[src/rtl/debug_responder.sv]
// Debug command responder: collects a command plus data/address arguments
// and executes it against the halt control, register file and memory ports.
module debug_responder #(
    parameter int XLEN   = 32,
    parameter int ADDR_W = 32
) (
    input  logic              clk,
    input  logic              rst,
    input  logic              send_debug_command,
    input  logic              send_debug_command_data_argument,
    input  logic              send_debug_command_address_argument,
    input  logic [XLEN-1:0]   debug_bus,
    output logic              core_busy,
    output logic [XLEN-1:0]   debug_result,
    output logic              debug_error,
    output logic              core_halt,
    input  logic              instr_retired,
    output logic [4:0]        dbg_reg_addr,
    output logic              dbg_reg_we,
    output logic [XLEN-1:0]   dbg_reg_wdata,
    input  logic [XLEN-1:0]   dbg_reg_rdata,
    output logic [ADDR_W-1:0] dbg_mem_addr,
    output logic              dbg_mem_re,
    output logic              dbg_mem_we,
    output logic [XLEN-1:0]   dbg_mem_wdata,
    input  logic [XLEN-1:0]   dbg_mem_rdata,
    input  logic              dbg_mem_ready
);

    typedef enum logic [2:0] {
        S_IDLE,
        S_GET_DATA,
        S_GET_ADDR,
        S_EXEC,
        S_MEM_WAIT,
        S_STEP_WAIT
    } state_t;

    localparam logic [3:0] OP_NOP       = 4'd0;
    localparam logic [3:0] OP_HALT      = 4'd1;
    localparam logic [3:0] OP_RESUME    = 4'd2;
    localparam logic [3:0] OP_READ_REG  = 4'd3;
    localparam logic [3:0] OP_WRITE_REG = 4'd4;
    localparam logic [3:0] OP_READ_MEM  = 4'd5;
    localparam logic [3:0] OP_WRITE_MEM = 4'd6;
    localparam logic [3:0] OP_STEP      = 4'd7;

    state_t            r_state;
    state_t            w_next;
    logic [3:0]        r_op;
    logic [XLEN-1:0]   r_data;
    logic [ADDR_W-1:0] r_addr;

    logic              w_done;
    logic [XLEN-1:0]   w_result;
    logic              w_error;
    logic              w_halt;
    logic              w_priv;
    logic              w_illegal;
    logic              w_is_read;

    assign w_priv    = (r_op >= OP_READ_REG) && (r_op <= OP_STEP);
    assign w_illegal = (r_op > OP_STEP);
    assign w_is_read = (r_op == OP_READ_MEM);

    always_ff @(posedge clk) begin
        if (!rst) begin
            r_state      <= S_IDLE;
            r_op         <= '0;
            r_data       <= '0;
            r_addr       <= '0;
            core_busy    <= 1'b0;
            debug_result <= '0;
            debug_error  <= 1'b0;
            core_halt    <= 1'b0;
        end else begin
            r_state   <= w_next;
            core_halt <= w_halt;
            if (r_state == S_IDLE && send_debug_command) begin
                r_op      <= debug_bus[3:0];
                core_busy <= 1'b1;
            end
            if (r_state == S_GET_DATA && send_debug_command_data_argument)
                r_data <= debug_bus;
            if (r_state == S_GET_ADDR && send_debug_command_address_argument)
                r_addr <= ADDR_W'(debug_bus);
            if (w_done) begin
                core_busy    <= 1'b0;
                debug_result <= w_result;
                debug_error  <= w_error;
            end
        end
    end

    always_comb begin
        w_next        = r_state;
        w_done        = 1'b0;
        w_result      = debug_result;
        w_error       = 1'b0;
        w_halt        = core_halt;
        dbg_reg_addr  = '0;
        dbg_reg_we    = 1'b0;
        dbg_reg_wdata = '0;
        dbg_mem_addr  = '0;
        dbg_mem_re    = 1'b0;
        dbg_mem_we    = 1'b0;
        dbg_mem_wdata = '0;

        unique case (r_state)
            S_IDLE: begin
                if (send_debug_command)
                    w_next = S_GET_DATA;
            end
            S_GET_DATA: begin
                if (send_debug_command_data_argument)
                    w_next = S_GET_ADDR;
            end
            S_GET_ADDR: begin
                if (send_debug_command_address_argument)
                    w_next = S_EXEC;
            end
            S_EXEC: begin
                // privileged commands need a halted core; no port is touched otherwise
                if (w_illegal || (w_priv && !core_halt)) begin
                    w_done   = 1'b1;
                    w_result = '1;
                    w_error  = 1'b1;
                end else begin
                    case (r_op)
                        OP_NOP: begin
                            w_done   = 1'b1;
                            w_result = '0;
                        end
                        OP_HALT: begin
                            w_done   = 1'b1;
                            w_halt   = 1'b1;
                            w_result = XLEN'(1);
                        end
                        OP_RESUME: begin
                            w_done   = 1'b1;
                            w_halt   = 1'b0;
                            w_result = XLEN'(1);
                        end
                        OP_READ_REG: begin
                            w_done       = 1'b1;
                            dbg_reg_addr = r_addr[4:0];
                            w_result     = dbg_reg_rdata;
                        end
                        OP_WRITE_REG: begin
                            w_done       = 1'b1;
                            dbg_reg_addr = r_addr[4:0];
                            if (r_addr[4:0] != 5'd0) begin
                                dbg_reg_we    = 1'b1;
                                dbg_reg_wdata = r_data;
                                w_result      = r_data;
                            end else begin
                                w_result = '0;
                            end
                        end
                        OP_READ_MEM, OP_WRITE_MEM: begin
                            dbg_mem_addr  = r_addr;
                            dbg_mem_re    = w_is_read;
                            dbg_mem_we    = !w_is_read;
                            dbg_mem_wdata = w_is_read ? '0 : r_data;
                            w_next        = S_MEM_WAIT;
                        end
                        OP_STEP: begin
                            w_halt = 1'b0;
                            w_next = S_STEP_WAIT;
                        end
                        default: begin
                            w_done   = 1'b1;
                            w_result = '1;
                            w_error  = 1'b1;
                        end
                    endcase
                end
            end
            S_MEM_WAIT: begin
                dbg_mem_addr  = r_addr;
                dbg_mem_re    = w_is_read;
                dbg_mem_we    = !w_is_read;
                dbg_mem_wdata = w_is_read ? '0 : r_data;
                if (dbg_mem_ready) begin
                    w_done   = 1'b1;
                    w_result = w_is_read ? dbg_mem_rdata : r_data;
                end
            end
            S_STEP_WAIT: begin
                if (instr_retired) begin
                    w_done   = 1'b1;
                    w_halt   = 1'b1;
                    w_result = XLEN'(1);
                end
            end
            default: w_next = S_IDLE;
        endcase

        if (w_done)
            w_next = S_IDLE;
    end

endmodule

[config.mk]
export PLATFORM = sky130hd
export DESIGN_NAME = debug_responder
export DESIGN_NICKNAME = d
export VERILOG_FILES = /design/src/rtl/debug_responder.sv
export SDC_FILE = /design/constraint.sdc
export NUM_CORES = 1
export LEC_CHECK = 0
export CORE_MARGIN = 1
export CORE_UTILIZATION = 45
export CTS_CLUSTER_SIZE = 40
export DETAILED_ROUTE_END_ITERATION = 8
export GPL_TIMING_DRIVEN = 1
export PLACE_DENSITY = 0.93
export SYNTH_ARGS = -nofsm -noshare
export SYNTH_HDL_FRONTEND = slang
export SYNTH_SLANG_ARGS = --single-unit
[constraint.sdc]
create_clock -name clk -period 2.5 [get_ports clk]
set_clock_uncertainty 0.15 [all_clocks]
set_input_delay 0.5 -clock clk [delete_from_list [all_inputs] [get_ports clk]]
set_output_delay 0.5 -clock clk [all_outputs]
set_load 0.02 [all_outputs]
==> summary.md <==
| Metric | Value |
|---|---|
| Most frequent CP cell | buf_6 |
| Pwr Density | 397.8 nW/um2 |
| PnR worst setup slack | -0.2520 ns |
| Die W | 119.7 um |
| Core Util, Final | 0.7740 |
| Post-DP HPWL | 16620 um |
| Slew @ Worst Pin | between 0.5 and 0.6 ns |
| Clk_lat worst skew | about 0.36 ns |
| Post-synth top area cell | dfxtp_1 |
| Clk slew on worst S/H paths | roughly 0.080 ns |
| Post-synth EDFFs | 0 |
| Startpoint Class | flip-flop |
| Cells after Synth | between 700 and 800 |
| Area Growth Syn to Fin | 66.35% |
| Synth cell types | 46 |
| Max Clk Rate | around 360 MHz |
| Worst path required time | between 1.5 and 2 ns |
| IO Count | 242 |
| Top cell type's share of synthesized area | 0.3404 |
| CP Max Fanout | 5 |
| CP startpoint | r_op[0]$_SDFFE_PN0P_ |
| Ant diodes | 0 |
| Slowest CP cell | dfxtp_2 |
| Post-route clock period utilization | 1.101 |
| Post-Layout Cell Count | between 1000 and 1500 |
| Status | finished, violations left |
| WP buf/inv | 6 |
| # rows | 42 |
| CP peak stage delay | between 0.3 and 0.4 ns |
| Crit path time final | about 2.8 ns |
| Worst hold path stage count | 2 |
| Reg2Reg Depth | 10 |
| CTS Sinks | ~110 |
| Worst reg2reg path startpoint | r_op[0]$_SDFFE_PN0P_ |
| Final wirelength | 26460 um |
| Reg power frac | 0.441 |
| Post-route cell area | roughly 10000 um2 |
| Predominant post-synthesis flop cell | dfxtp_1 |
| H-tree Lvls | 3 |
| Final Hold Vio Count | 0 |
| Logic pwr share | 0.188 |
| Drt drc | 0 |
| Failing checks | negative setup slack |
| Synth async-reset ratio | 0 |
| Initial Util | 0.4653 |
| Unrepaired setup endpoints after global routing | true |
| Post-DRT Antenna Nets | 0 |
| Finish-stage setup viols | slightly above 100 |
| Synth cell count leaders | nand2_1, dfxtp_1, and2_1, a21boi_0, clkbuf_1 |
| TritonCTS Buffers | 9 |
| Die Y-Extent | between 100 and 150 um |
| Peak supply drop | between 0.4 and 0.5 mV |
| CTS tree | done |
| Vias in the first global route | 7164 |
| Kind of critical path | reg -> out |
| Post-Synthesis Net Count | between 800 and 900 |
| Sw frac | 0.2801 |
| Setup TNS | -15.40 ns |
| Post-layout net count | 1157 |
| Core area | ~13000 um2 |
| CP Depth | 10 |
| Syn_area_per_cell | about 7.9 um2 |
| Mapped Area | between 6000 and 7000 um2 |
| Top post-synthesis cells by area | dfxtp_1, and2_1, nand2_1, a21boi_0, mux2_1 |
| Synth warn | 0 |
| Routed len/inst | approximately 21 um |
| DR iter-0 viols | about 860 |
| Leak | 0.004133 uW |
| RePlAce Congestion | 0.9409 |
| Clk pwr share | 0.371 |
| Initial antenna violation count | 0 |
| Most frequent cell after synthesis | nand2_1 |
| Post-detailed-route via-to-cell ratio | about 5.9 |
| Pin count of the biggest net entering global routing | 70 |
| PortBufs | 241 |
| Cell count after placement | around 1200 |
| Root Driver | clkbuf_16 |
| Pint | roughly 3000 uW |
| Crit-path leading delay family | buffers and inverters |
| Overflow after GRT | 0 |
| Switching power | 1155 uW |
| Hold path startpoint | r_addr[5]$_SDFFE_PN0P_ |
| Drt pass-1 iters | 5 |
| CTS Buffer Depth | 2 |
| FF+latch count, synth | about 110 |
| Global-route wire length before repair | roughly 40000 um |
| Worst-path cell chain | buf_6 > buf_6 > buf_4 > buf_6 > nor3b_4 > a21oi_2 > nor3_2 > buf_4 > and2_4 > buf_6 |
| Relative slew slack | 0.6439 |
| Hold Path Class | reg -> reg |
| Vias | 7242 |
| Crit end category | primary output |
| Seq/Total Area, Yosys | 0.3404 |
| Final Max Slew Viols | 0 |
| Dpl ws | -0.3018 ns |
| Worst EP arrival | around 2.1 ns |
| Layout cells sized above 1 | 0.3267 |
| Die area | approximately 14000 um2 |
| Total GRT Usage | 0.3652 |
| Max-cap violation count | 0 |
| Area after DPL | 9072 um2 |
registers in the layout, indices dropped and copies added, names as in the netlist:
signal / cells
core_busy: 1
core_halt: 1
r_op: 4
debug_result: 32
debug_error: 1
r_data: 32
r_state: 3
r_addr: 32
worst min-delay path, cell delays in order (launching register included):
cell	delay [ns]
dfxtp_1	0.31
nand2_1	0.05
a21boi_0	0.06
logic make-up after synthesis:
group	after synthesis	share of synthesized area
mux	36	0.06422
simple gates	345	0.2790
flops	106	0.3404
buf+inv	82	0.05860
compound gates	217	0.2537
xor+xnor	3	0.004215
layout make-up:
cell class	instances	area, um2
well taps	176	220.2
clock buffers	10	239.0
inverters	4	15.01
flip-flops and latches	106	2132
multi-input cells	601	4130
fillers	841	3029
clock inverters	6	78.83
repair buffers	332	3556
what timing repair did:
action / in CTS / in global routing
endpoints found under the hold margin: 0 / 0
hold buffers: 0 / 0
setup buffers: 22 / 2
setup endpoints to repair: 104 / 110
resized for setup: 768 / 19
pin swaps: 11 / 7
cloned: 9 / 0
final timing paths:
| kind | endpoint | slack, ns |
|---|---|---|
| setup / recovery | dbg_reg_addr[0] | -0.25 |
| hold / removal | r_addr[5]$_SDFFE_PN0P_ | 0.32 |
| setup reg to reg | debug_result[0]$_SDFFE_PN0P_ | 0.17 |
| hold reg to reg | r_addr[5]$_SDFFE_PN0P_ | 0.32 |
power groups by stage:
stage          Sequential [uW]  Combinational (uW)  Clock [uW]
5_1_grt                   1820                 824        1610
3_5_place_dp              1840                 709           0
6_report                  1820                 776        1530
2_1_floorplan             1830                 339           0
3_3_place_gp              1840                 697           0
4_1_cts                   1810                 745        1560
per-stage QoR:
stage | hold slack [ns] | power, uW
final | 0.3165 | 4126
after global routing | 0.3376 | 4253
after CTS | 0.3172 | 4111
after detailed placement | 0.3020 | 2553
after global placement | 0.2945 | 2539
after floorplan | 0.2888 | 2171
layer usage:
metal | vias up | global-route usage | wire length (um)
li1 | 3269 | - | -
met4 | 0 | 0.2281 | 1501
met2 | 452 | 0.5910 | 12550
met3 | 111 | 0.06274 | 2058
met1 | 3410 | 0.4504 | 10360
met5 | - | 0 | 0
cells in the final DEF, fill, tap and decap left out, types with 4 or more instances in the layout:
| cell | count |
|---|---|
| a21boi_0 | 64 |
| a21oi_1 | 7 |
| a31oi_1 | 31 |
| a32oi_1 | 32 |
| and2_4 | 100 |
| buf_12 | 9 |
| buf_16 | 7 |
| buf_4 | 55 |
| buf_6 | 122 |
| clkbuf_16 | 9 |
| clkdlybuf4s50_1 | 136 |
| dfxtp_1 | 100 |
| dfxtp_2 | 5 |
| inv_1 | 4 |
| mux2_1 | 27 |
| mux2_2 | 5 |
| mux2i_1 | 4 |
| nand2_1 | 168 |
| nand2b_1 | 5 |
| nor2_1 | 7 |
| nor2b_1 | 40 |
| o21ai_0 | 33 |
| o31ai_1 | 33 |
Power figures use the tool's default switching activity.
